===== src/rtl/demux_1_8_bit_sequencer.sv =====
// Serialises one byte per frame into eight Enable/Data/Select transfers for a 1:8 DEMUX,
// with optional idle gaps between bits and a one-cycle frame-done pulse.
module demux_1_8_bit_sequencer #(
    parameter int GAP_CYCLES = 0,
    parameter bit LSB_FIRST  = 1'b1
) (
    input  logic       Clock_In,
    input  logic       Reset_In,
    input  logic       Byte_Valid_In,
    input  logic [7:0] Byte_In,
    output logic       Byte_Ready_Out,
    output logic       Enable_Out,
    output logic       Data_Out,
    output logic [2:0] Select_Out,
    output logic       Busy_Out,
    output logic       Frame_Done_Out
);

    typedef enum logic [1:0] {IDLE, DRIVE, GAP} state_t;

    localparam logic [2:0] FIRST_IDX = LSB_FIRST ? 3'd0 : 3'd7;
    localparam logic [2:0] LAST_IDX  = LSB_FIRST ? 3'd7 : 3'd0;
    localparam logic [7:0] GAP_LOAD  = 8'(GAP_CYCLES);

    state_t     state_q, state_d;
    logic [7:0] byte_q, byte_d;
    logic [7:0] gap_q, gap_d;
    logic [2:0] sel_q, sel_d;
    logic [2:0] nxt_idx;
    logic       en_q, en_d;
    logic       data_q, data_d;
    logic       done_q, done_d;

    // Select_Out doubles as the bit counter; it still holds the last index during GAP.
    assign nxt_idx = LSB_FIRST ? sel_q + 3'd1 : sel_q - 3'd1;

    always_ff @(posedge Clock_In or posedge Reset_In) begin
        if (Reset_In) begin
            state_q <= IDLE;
            byte_q  <= '0;
            gap_q   <= '0;
            sel_q   <= '0;
            en_q    <= 1'b0;
            data_q  <= 1'b0;
            done_q  <= 1'b0;
        end else begin
            state_q <= state_d;
            byte_q  <= byte_d;
            gap_q   <= gap_d;
            sel_q   <= sel_d;
            en_q    <= en_d;
            data_q  <= data_d;
            done_q  <= done_d;
        end
    end

    always_comb begin
        state_d = state_q;
        byte_d  = byte_q;
        gap_d   = gap_q;
        sel_d   = sel_q;
        en_d    = 1'b0;
        data_d  = 1'b0;
        done_d  = 1'b0;
        case (state_q)
            IDLE: begin
                sel_d = 3'd0;
                if (Byte_Valid_In) begin
                    state_d = DRIVE;
                    byte_d  = Byte_In;
                    sel_d   = FIRST_IDX;
                    en_d    = 1'b1;
                    data_d  = Byte_In[FIRST_IDX];
                end
            end
            DRIVE: begin
                if (sel_q == LAST_IDX) begin
                    state_d = IDLE;
                    sel_d   = 3'd0;
                    done_d  = 1'b1;
                end else if (GAP_CYCLES == 0) begin
                    sel_d  = nxt_idx;
                    en_d   = 1'b1;
                    data_d = byte_q[nxt_idx];
                end else begin
                    state_d = GAP;
                    gap_d   = GAP_LOAD;
                end
            end
            GAP: begin
                if (gap_q <= 8'd1) begin
                    state_d = DRIVE;
                    gap_d   = 8'd0;
                    sel_d   = nxt_idx;
                    en_d    = 1'b1;
                    data_d  = byte_q[nxt_idx];
                end else begin
                    gap_d = gap_q - 8'd1;
                end
            end
            default: state_d = IDLE;
        endcase
    end

    assign Byte_Ready_Out = (state_q == IDLE);
    assign Busy_Out       = (state_q == DRIVE) || (state_q == GAP);
    assign Enable_Out     = en_q;
    assign Data_Out       = data_q;
    assign Select_Out     = sel_q;
    assign Frame_Done_Out = done_q;

endmodule


===== config.mk =====
export PLATFORM = sky130hd
export DESIGN_NAME = demux_1_8_bit_sequencer
export DESIGN_NICKNAME = d
export VERILOG_FILES = /design/src/rtl/demux_1_8_bit_sequencer.sv
export SDC_FILE = /design/constraint.sdc
export NUM_CORES = 1
export LEC_CHECK = 0
export CAP_MARGIN = 40
export CORE_MARGIN = 4
export CORE_UTILIZATION = 44
export DETAILED_ROUTE_END_ITERATION = 10
export PLACE_DENSITY = 0.75
export SLEW_MARGIN = 20
export SYNTH_ARGS = -nofsm -noshare
export SYNTH_HDL_FRONTEND = slang
export SYNTH_SLANG_ARGS = --single-unit

===== constraint.sdc =====
create_clock -name Clock_In -period 2.2 [get_ports Clock_In]
set_input_delay 0.22 -clock Clock_In [delete_from_list [all_inputs] [get_ports Clock_In]]
set_output_delay 0.22 -clock Clock_In [all_outputs]
set_load 0.03 [all_outputs]

# [Word level (Yosys, flattened, before mapping)]
# Index checks and enable logic that the tools add are counted.
[totals] n_memories=0 romBits=0 in_bits=11 ff_bits=24 output_inout_bits=8 latch_bits=0 mem_bits_rw=0 elab_cells=43
[classes] div=0 reduce_logical=6 magnitude_cmp=2 eq_ne=6 bitwise_logic=0 mux=20 n_addsub=2 n_mul=0 n_shift=0
[ops] op="two-way mux 1 bit" count=9
[ops] op="one-hot mux 3 bit (3 select lines)" count=1
[ops] op="<= comparator 8 x 1 -> 1 bit (second input constant)" count=1
[ops] op="two-way mux 8 bit" count=1
[ops] op="subtractor 8 x 1 -> 8 bit (second input constant)" count=1
[ops] op="two-way mux 2 bit" count=3
[ops] op="two-way mux 3 bit" count=2
[ops] op="!= test 2 bit (second input constant)" count=3
[ops] op="one-hot mux 1 bit (3 select lines)" count=2
[ops] op="one-hot mux 2 bit (3 select lines)" count=1
[ops] op="< comparator 3 x 4 -> 1 bit (second input constant)" count=1
[ops] op="AND reduction 2 bit" count=2
[ops] op="adder 3 x 1 -> 3 bit (second input constant)" count=1
[ops] op="binary-select mux 1 bit (select 3 bit)" count=1
[ops] op="== test 3 bit (second input constant)" count=1
[ops] op="AND reduction 3 bit" count=1
[ops] op="nonzero test 3 bit" count=1
[ops] op="== test 2 x 1 -> 1 bit (second input constant)" count=1
[ops] op="== test 2 bit (second input constant)" count=1
[ops] op="zero test 2 bit" count=1
[ops] op="logical OR 1 bit" count=1

# [Longest topological paths before layout]
# Gate-level depths: netlist of the first run.
[depth] ltp_word=5 depth_mapped=4 ltp_nobuf=4

# [Least setup slack after synthesis of the first run]
# No wires, ideal clock.
[synth_timing] kind="register -> register" startpoint="register sel_q[0] (netlist: Select_Out[0])" endpoint="register data_q (netlist: Data_Out)" slack_ns=0.435 required_time_ns=2.073 period_less_slack_ns=1.765 t_arrival_ns=1.638 path_buffers=0 setup_time_ns=0.127 stages_incl_launch_ff=5 path_cell_list="dfrtp_1 ha_1 mux4_1 nor2_1 o41ai_2"
[synth_between] elab_chain_len=5 elab_cells_between_ends=7 cone_classes="add/sub: 1; eq/ne: 1; mux: 5"
[synth_rtl] element="start: declaration" line_no="28" text="logic [2:0] sel_q, sel_d;"
[synth_rtl] element="start signal: assignment" line_no="50" text="sel_q <= sel_d;"
[synth_rtl] element="adder 3 x 1 -> 3 bit" line_no="35" text="assign nxt_idx = LSB_FIRST ? sel_q + 3'd1 : sel_q - 3'd1;"
[synth_rtl] element="binary-select mux 1 bit (select 3 bit)" line_no="84, 96"
[synth_rtl] element="two-way mux 1 bit (implied by the code)" line_no="84, 96"
[synth_rtl] element="two-way mux 1 bit (on tied branches)" line_no="91, 77"
[synth_rtl] element="one-hot mux 1 bit (3 select lines) (*)" line_no="65" text="case (state_q)"
[synth_rtl] element="via data_d" line_no="31" text="logic data_q, data_d;"
[synth_rtl] element="end signal: assignment" line_no="52" text="data_q <= data_d;"
[synth_rtl] element="end: declaration" line_no="31"
# Mark *: on every way through the listed nets, which the timed path passes. The rest lies on a longest branch. The select of a mux whose other input is x is not followed.
# A chain may end at the register's enable or synchronous reset.

# [Worst setup path after layout of the first run]
# Ends and elaborated chain as after synthesis.

==> results.md, run 1 <==
- Status: finished, final reports clean
- CTS root buffer: clkbuf_4
- Worst-case clock buffer depth: 2
- Initial antenna violation count: 0
- Final Hold Fails: 0
- Startpoint types: flop
- Arr. time, crit path: 1.90 ns
- Starting Density: roughly half
- WL/cell: 12.2 um
- Sink Count: 15
- Core box area: about 1300 um2
- Place WS: 0.470 ns
- Cell Area, Synth: 641 um2
- Clock Skew: approximately 0.0049 ns
- Setup-failing EPs final: 0
- Final #Nets: 82
- Detailed Route WL: approximately 1 mm
- Clock-pin slew on the worst setup and hold paths: 0.09 ns
- Post-CTS Resized: 0
- Slew @ Worst Pin: roughly 0.56 ns
- Fin area: 863 um2
- Gr busiest metal: met2
- CP Class: flop to flop
- Synth cell types: 17
- DRT antenna net count: 0
- Flops & latches, synth: 15
- DP Wirelength: approximately 800 um
- Layout area overhead: 34.8%
- Unrepaired setup endpoints after global routing: false
- Total of max-cap violations: 0
- Starting DRT DRC Count: 0
- Worst VDD drop: around 0.75 mV
- Grt met3 use: a little under 6%
- Met2 usage: 20.3%
- Share of cells above drive strength 1: about a fifth
- Largest net degree at the start of global routing: 16
- H-tree Lvls: 1
- Post-Syn Instances: between 40 and 50
- Grt met1 use: about an eighth
- Vias per inst: between 4 and 5
- Final period util: approximately 80%
- TritonCTS clock tree: built
- I/O pin cnt: 19
- P_leak: approximately 0.40 nW
- Pins Over Slew Limit: 0
- Fin crit period: approximately 1.7 ns
- DR pass1 iterations: 1
- Syn_area_per_cell: 13.9 um2
- Vias in the first global route: approximately 420
- Crit path max fanout: 6
- Synth warn: 0
- Reg2Reg Launch Point: Select_Out[0]
- Max Clk Rate: approximately 580 MHz
- Syn nets: approximately 60
- Final WS setup: ~0.47 ns
- Grt ovf: 0
- GRT Overall Usage: roughly 12%
- CTS Buf Count: 3
- Crit-path slowest cell: mux4_1
- Crit path required time: 2.37 ns
- Antenna cells: 0
- Port Buffer Count: 18
- Die footprint: about 2100 um2
- Slew Limit Headroom: a little over three fifths
- Via count: 411
- Clock Latency Late Sink: about 0.28 ns
- Hold_buf cts: 0
- Setup TNS: 0 ns
- Top delay family on crit path: multiplexers
- Die Ht: ~46 um
- Drt drc: 0
- Worst path max stage delay: 0.55 ns
- Worst Setup End Kind: flop
- Path type of the worst min-delay path: input port to async pin
- Worst-case reg-to-reg path depth: 4
- Placement Cell Area: between 800 and 900 um2
- Post-CTS Setup Bufs: 0
- CP Buf/Inv Count: 0
- R2r setup slk: 0.47 ns
- Cell breakdown of the critical path: ha_1 -> mux4_1 -> nor2_1 -> o41ai_2
- Die W: roughly 46 um
- First-pass GRT wire length: between 1.5 and 2 mm
- RD Place Congestion: just under 0.7
- Pwr dens: 1420 nW/um2
- R2r endpoint: Data_Out
- Sequential area share after synthesis: slightly below 60%
- Site Rows: 13
## Yosys cell counts
master | count | area share [%]
mux2i_1 | 2 | 3.1
nor2b_1 | 1 | 0.98
mux4_1 | 1 | 4.1
o21ai_0 | 1 | 0.78
o41ai_2 | 1 | 2.5
dfrtp_1 | 15 | 59
buf_6 | 1 | 1.8
nand2b_1 | 2 | 2.0
nor2_1 | 3 | 1.8
or2b_1 | 1 | 1.2
and3_2 | 1 | 1.2
nand2_1 | 1 | 0.59
and2_1 | 2 | 2.0
ha_1 | 2 | 3.9
inv_1 | 4 | 2.3
and3_1 | 1 | 0.98
mux2_2 | 7 | 12
## how the worst max path moves through the flow
stage / from / end / slack (ns) / cells after the start
4_1_cts: Select_Out[0] / Select_Out[0] / 0.45 / 1
3_5_place_dp: Select_Out[0] / Data_Out / 0.47 / 4
2_1_floorplan: Select_Out[0] / Data_Out / 0.43 / 4
3_3_place_gp: Select_Out[0] / Data_Out / 0.56 / 4
6_report: Select_Out[0] / Data_Out / 0.47 / 4
5_1_grt: Select_Out[0] / Data_Out / 0.38 / 4
## logic make-up (layout without fill, tap and decap cells)
kind of cell | count (synthesis) | after routing | share of synthesized area (%)
fa+ha+maj | 2 | 2 | 3.91
flops | 15 | 15 | 58.6
compound gates | 2 | 2 | 3.32
mux | 10 | 10 | 19.5
simple gates | 12 | 12 | 10.5
buf+inv | 5 | 27 | 4.10
## state kept, by name, summed over array words and instances, names as in the netlist
name            flops
Data_Out            1
Enable_Out          1
Frame_Done_Out      1
Select_Out          3
byte_q              8
state_q             1
## layout by cell type, fill, tap and decap left out
cell type        count
and2_1               2
and3_1               1
and3_2               1
buf_4                1
clkbuf_4             3
clkdlybuf4s50_1     18
clkinv_2             1
dfrtp_1             15
ha_1                 2
inv_1                4
mux2_2               7
mux2i_1              2
mux4_1               1
nand2_1              1
nand2b_1             2
nor2_1               3
nor2b_1              1
o21ai_0              1
o41ai_2              1
or2b_1               1
## metal layers
metal,share of wire (%),wire (um),vias to the layer above
li1,-,-,203
met1,42,424,195
met2,50,509,13
met3,7.6,77,0
met4,0,0,0
met5,0,0,-
## per-stage QoR
stage	utilization [%]	hold WS, ns	instances	power, W
after global placement	62.7	0.490	79	0.00107
after CTS	64.7	0.297	83	0.00125
after floorplan	-	0.121	46	0.000891
after detailed placement	62.7	0.492	79	0.00109
after global routing	64.7	0.351	83	0.00132
final	64.7	0.289	83	0.00122
## final cells by class
type                       instances  area, um2
clock buffer                       3       22.5
clock inverter                     1       5.00
fill                             115        470
inverter                           4       15.0
multi-input combinational         26        239
sequential                        15        375
tap                               15       18.8
timing repair buffer              19        188
## where the power goes
| group | switching [W] | leakage (nW) | internal (W) |
|---|---|---|---|
| clock | 0.0000833 | 0.0177 | 0.0000675 |
| sequential | 0.0000769 | 0.178 | 0.000404 |
| combinational | 0.000278 | 0.207 | 0.000314 |
(Power assumes the default switching activity.)
==> run 2: changes to the inputs <==
--- a/config.mk
+++ b/config.mk
@@ -7,9 +7,9 @@
 export LEC_CHECK = 0
 export CAP_MARGIN = 40
 export CORE_MARGIN = 4
-export CORE_UTILIZATION = 44
+export CORE_UTILIZATION = 40
 export DETAILED_ROUTE_END_ITERATION = 10
-export PLACE_DENSITY = 0.75
+export PLACE_DENSITY = 0.72
 export SLEW_MARGIN = 20
 export SYNTH_ARGS = -nofsm -noshare
 export SYNTH_HDL_FRONTEND = slang
==> constraint.sdc (replaced) <==
create_clock -name Clock_In -period 1.5 [get_ports Clock_In]
set_input_delay 0.15 -clock Clock_In [delete_from_list [all_inputs] [get_ports Clock_In]]
set_output_delay 0.15 -clock Clock_In [all_outputs]
set_load 0.03 [all_outputs]
==> results.md, run 2 (synthesis gave the netlist of run 1 again) <==
- Status: finished, final reports clean
- Starting DRT DRC Count: 2 (+2)
- Starting Density: 42.5% (-5.5 points)
- CTS Buf Count: 3 (unchanged)
- Hold_buf cts: 0 (unchanged)
- Clock Skew: 0.00344 ns (-0.00142 ns)
- DP Wirelength: 881 um (+9.8%)
- Largest net degree at the start of global routing: 12 (-4)
- I/O pin cnt: 19 (unchanged)
- TritonCTS clock tree: built
- Clock Latency Late Sink: 0.28 ns (about the same)
- Arr. time, crit path: 1.65 ns (-0.25 ns)
- Fin crit period: 1.48 ns (-0.244 ns)
- Most frequent cells in the layout: dfrtp_1, clkdlybuf4s50_1, mux2_2
- Multi-input logic area: 263 um2 (+9.9%)
- P_leak: 0.430 nW (+6.8%)
- Worst Setup End Kind: flop
- # fillers: 129 (+12%)
- Crit path required time: 1.67 ns (-0.70 ns)
- Drt drc: 0 (unchanged)
- Pwr dens: 2090 nW/um2 (+47%)
- Reg power frac: 37.0% (-2.3 points)
- WL/cell: 12.3 um (+1.2%)
- Die W: 48.0 um (+4.0%)
- Core box area: 1510 um2 (+13%)
- Pint: 0.00121 W (+55%)
- Startpoint types: flop
- Final #Nets: 85 (+3.7%)
- Grt ovf: 0 (unchanged)
- CP Class: flop to flop
- Final WS setup: 0.0177 ns (-0.456 ns)
- Share of cells above drive strength 1: 32.4% (+12 points)
- Pins Over Slew Limit: 0 (unchanged)
- Setup TNS: 0 ns (unchanged)
- Site Rows: 14 (+1)
- Reg area: 378 um2 (+0.67%)
- Slew Limit Headroom: 75.5% (+13 points)
- Via count: 423 (+2.9%)
- First-pass GRT wire length: 1.70 mm (+0.83%)
- Max Clk Rate: 675 MHz (+16%)
- H-tree Lvls: 1 (unchanged)
- Total of max-cap violations: 0 (unchanged)
- Vias per inst: 4.86 (-1.8%)
- GRT Overall Usage: 11.2% (-0.45 points)
- Crit path max fanout: 3 (-3)
- Place WS: 0.000197 ns (-0.469 ns)
- Layout area overhead: 42.2%
- Post-layout util: 60.5% (-4.3 points)
- DRT antenna net count: 0 (unchanged)
- RD Place Congestion: 0.704 (+2.4%)
- Comb pwr share: 51.1% (+2.8 points)
- Largest reg by FF count: byte_q
- CTS root buffer: clkbuf_4
- Port Buffer Count: 18 (unchanged)
- Worst VDD drop: 1.07 mV (+42%)
- Detailed Route WL: 1.07 mm (+6.0%)
- Path type of the worst min-delay path: input port to async pin
- Vias in the first global route: 444 (+6.7%)
- Antenna cells: 0 (unchanged)
- Clock share of power: 11.8% (-0.5 points)
- Switch share: 36.1% (+0.34 points)
- Clock-pin slew on the worst setup and hold paths: 0.09 ns (about the same)
- Final period util: 98.8% (+20 points)
- Sink Count: 15 (unchanged)
- Slew @ Worst Pin: 0.368 ns (-0.188 ns)
- Switch Pwr: 0.000687 W (+57%)
- Setup-failing EPs final: 0 (unchanged)
- Worst-case reg-to-reg path depth: 4 (unchanged)
- Die Ht: 48.0 um (+4.0%)
- Max reg flops: 8 (unchanged)
- Initial antenna violation count: 0 (unchanged)
- Worst-case clock buffer depth: 2 (unchanged)
- Unrepaired setup endpoints after global routing: true
- Final Hold Fails: 0 (unchanged)
- Die footprint: 2310 um2 (+8.2%)
- DR pass1 iterations: 3 (+2)
-- run 2: worst max-delay path, cell delays in order, from the launching register on --
cell	delay, ns
dfrtp_2	0.43
ha_4	0.28
mux4_2	0.49
nor2_2	0.11
o41ai_2	0.06
-- run 2: final timing paths --
| check | slack [ns] | startpoint | to |
|---|---|---|---|
| min reg2reg | 0.51 | byte_q[4] | byte_q[4] |
| min | 0.13 | Reset_In | byte_q[7] |
| max in group asynchronous | 0.96 | Reset_In | byte_q[0] |
| max reg2reg | 0.02 | Select_Out[1] | Data_Out |
| min in group Clock_In | 0.45 | Byte_In[0] | Data_Out |
| max | 0.02 | Select_Out[1] | Data_Out |
-- run 2: per-layer routing --
layer	GRT usage [%]	wire length [um]	vias up
li1	-	-	206
met1	11.0	437	201
met2	20.3	542	16
met3	6.77	92	0
met4	1.61	0	0
met5	0	0	-
-- run 2: repair_timing --
| action | CTS | global route |
|---|---|---|
| endpoints found under the setup margin | 5 | 2 |
| buffers inserted | 0 | 0 |
| gates resized for setup | 4 | 2 |
| hold endpoints to repair | 0 | 0 |
| cloned | 0 | 0 |
| pin swaps | 0 | 2 |
-- run 2: layout make-up --
type,instances,area share [%]
clock inverters,1,0.549
clock buffers,3,2.47
flip-flops and latches,15,41.5
well taps,16,2.20
repair buffers,22,22.8
inverters,4,1.65
multi-input cells,26,28.8
-- run 2: metrics by stage --
| step | hold WS (ns) | std cells | power [W] | cell area [um2] |
|---|---|---|---|---|
| 2_1_floorplan | 0.0513 | 46 | 0.00137 | 654 |
| 3_3_place_gp | 0.457 | 83 | 0.00168 | 873 |
| 3_5_place_dp | 0.458 | 83 | 0.00171 | 873 |
| 4_1_cts | 0.139 | 87 | 0.00190 | 896 |
| 5_1_grt | 0.163 | 87 | 0.00204 | 911 |
| 6_report | 0.126 | 87 | 0.00190 | 911 |
-- run 2: power by group through the flow --
| stage | clock network (W) | registers (W) | logic, W |
|---|---|---|---|
| after floorplan | 0 | 0.000857 | 0.000512 |
| after global placement | 0 | 0.000707 | 0.000976 |
| after detailed placement | 0 | 0.000712 | 0.000994 |
| after CTS | 0.000238 | 0.000703 | 0.000963 |
| after global routing | 0.000257 | 0.000726 | 0.00105 |
| final | 0.000225 | 0.000703 | 0.000971 |
==> run 3: changes to the inputs <==
--- a/config.mk
+++ b/config.mk
@@ -6,7 +6,7 @@
 export NUM_CORES = 1
 export LEC_CHECK = 0
 export CAP_MARGIN = 40
-export CORE_MARGIN = 4
+export CORE_MARGIN = 5
 export CORE_UTILIZATION = 40
 export DETAILED_ROUTE_END_ITERATION = 10
 export PLACE_DENSITY = 0.72
@@ -14,3 +14,4 @@
 export SYNTH_ARGS = -nofsm -noshare
 export SYNTH_HDL_FRONTEND = slang
 export SYNTH_SLANG_ARGS = --single-unit
+export TNS_END_PERCENT = 1
==> results.md, run 3 (synthesis gave the netlist of run 1 again) <==
- Status: finished, final reports clean
- TritonCTS clock tree: built
- Crit path max fanout: 3 (unchanged)
- I/O pin cnt: 19 (unchanged)
- Sink Count: 15 (unchanged)
- Crit-path slowest cell: mux4_2
- Worst Setup End Kind: flop
- Starting Density: 42.5% (unchanged)
- Fin crit period: 1.48 ns (-0.000213 ns)
- R2r setup slk: 0.02 ns (about the same)
- Port Buffer Count: 18 (unchanged)
- Detailed Route WL: 1.18 mm (+9.6%)
- Total of max-cap violations: 0 (unchanged)
- CTS root buffer: clkbuf_4
- Clock-pin slew on the worst setup and hold paths: 0.08 ns (about the same)
- Antenna cells: 0 (unchanged)
- Largest net degree at the start of global routing: 12 (unchanged)
- DRT antenna net count: 0 (unchanged)
- DP Wirelength: 914 um (+3.7%)
- CP startpoint: Select_Out[1]
- First-pass GRT wire length: 1.99 mm (+17%)
- Most frequent cells in the layout: dfrtp_1, clkdlybuf4s50_1, mux2_2
- Slew @ Worst Pin: 0.388 ns (+0.0207 ns)
- Startpoint types: flop
- Arr. time, crit path: 1.64 ns (about the same)
- Pwr dens: 2110 nW/um2 (+1.0%)
- Clock Skew: 0.00347 ns (+0.0000281 ns)
- Post-layout util: 60.4% (-0.083 points)
- Final Hold Fails: 0 (unchanged)
- DR pass1 iterations: 4 (+1)
- Max reg flops: 8 (unchanged)
- Worst-case reg-to-reg path depth: 4 (unchanged)
- Setup TNS: 0 ns (unchanged)
- Worst path max stage delay: 0.49 ns (about the same)
- Vias per inst: 4.93 (+1.4%)
- Initial antenna violation count: 0 (unchanged)
- Crit path required time: 1.66 ns (about the same)
- Hold_buf cts: 0 (unchanged)
- GRT Overall Usage: 10.5% (-0.66 points)
- Max Clk Rate: 675 MHz (about the same)
- Worst VDD drop: 1.11 mV (+3.5%)
- Final period util: 98.8% (about the same)
- Drt drc: 0 (unchanged)
- Setup-failing EPs final: 0 (unchanged)
- Clock Latency Late Sink: 0.27 ns (about the same)
- Pins Over Slew Limit: 0 (unchanged)
- Die Ht: 50.0 um (+4.2%)
- Die W: 50.0 um (+4.2%)
- Starting DRT DRC Count: 1 (-1)
- Reg2Reg Launch Point: Select_Out[1]
- Final #Nets: 85 (unchanged)
- Layout area overhead: 42.0%
- Share of cells above drive strength 1: 31.0% (-1.4 points)
- Slew Limit Headroom: 74.1% (-1.4 points)
- H-tree Lvls: 1 (unchanged)
- Via count: 429 (+1.4%)
- Core box area: 1510 um2 (unchanged)
- Unrepaired setup endpoints after global routing: true
- Vias in the first global route: 454 (+2.3%)
- Post-CTS Setup Bufs: 0 (unchanged)
- WL/cell: 13.5 um (+9.6%)
- CP Class: flop to flop
- Path type of the worst min-delay path: input port to async pin
- RD Place Congestion: 0.719 (+2.2%)
- Die footprint: 2500 um2 (+8.5%)
- Largest reg by FF count: byte_q
- P_leak: 0.427 nW (-0.63%)
- CTS Buf Count: 3 (unchanged)
- Cell breakdown of the critical path: ha_4 -> mux4_2 -> nor2_2 -> o41ai_2
- R2r endpoint: Data_Out
- Grt ovf: 0 (unchanged)
- Site Rows: 14 (unchanged)
- Worst-case clock buffer depth: 2 (unchanged)
run 3: cell types whose count changed in the layout (fill, tap and decap cells not counted):
cell,before,now
clkbuf_1,0,1
clkinv_2,1,0
run 3: what timing repair did:
item,4_1_cts,5_1_grt
resized for setup,4,2
setup endpoints to repair,5,2
pin swaps,0,1
gates cloned,0,0
run 3: routing by layer:
metal  global-route usage [%]  part of all wire [%]  routed length [um]  vias to the layer above
li1                         -                     -                   -                      205
met1                     13.0                    43                 500                      209
met2                     15.9                    50                 589                       15
met3                     5.42                   7.3                  86                        0
met4                     2.62                     0                   0                        0
met5                        0                     0                   0                        -
run 3: through the flow:
stage | std cells | hold WS (ns) | total power (W) | area, um2 | setup slack (ns)
after floorplan | 46 | 0.0513 | 0.00137 | 654 | -0.102
after global placement | 83 | 0.457 | 0.00168 | 873 | 0.0207
after detailed placement | 83 | 0.449 | 0.00172 | 873 | -0.00177
after CTS | 87 | 0.144 | 0.00192 | 895 | -0.0138
after global routing | 87 | 0.174 | 0.00208 | 910 | -0.0498
final | 87 | 0.146 | 0.00192 | 910 | 0.0179
run 3: where the power goes:
| group | switching [W] | total [W] | leakage (nW) | internal, W |
|---|---|---|---|---|
| sequential | 0.000110 | 0.000709 | 0.176 | 0.000599 |
| combinational | 0.000477 | 0.000992 | 0.236 | 0.000516 |
| clock | 0.000112 | 0.000215 | 0.0150 | 0.000103 |
run 3: cell type report:
cell class,count,area [um2]
timing repair buffer,22,208
multi-input combinational,26,263
tap,16,20.0
inverter,4,15.0
fill,127,597
clock buffer,4,26.3
sequential,15,378
run 3: critical path: cells and delay by family, from the launching register on:
kind            cells  cell delay [ns]
compound gates      1             0.06
mux                 1             0.49
fa+ha+maj           1             0.28
simple gates        1             0.11
flops               1             0.43
run 3: worst max-delay path by stage:
| stage | endpoint | slack [ns] | cells past startpoint |
|---|---|---|---|
| floorplan | Data_Out | -0.10 | 4 |
| global placement | Data_Out | 0.02 | 4 |
| CTS | Data_Out | -0.01 | 4 |
| finish | Data_Out | 0.02 | 4 |
| global route | Data_Out | -0.05 | 4 |
| detailed placement | Data_Out | -0.002 | 4 |
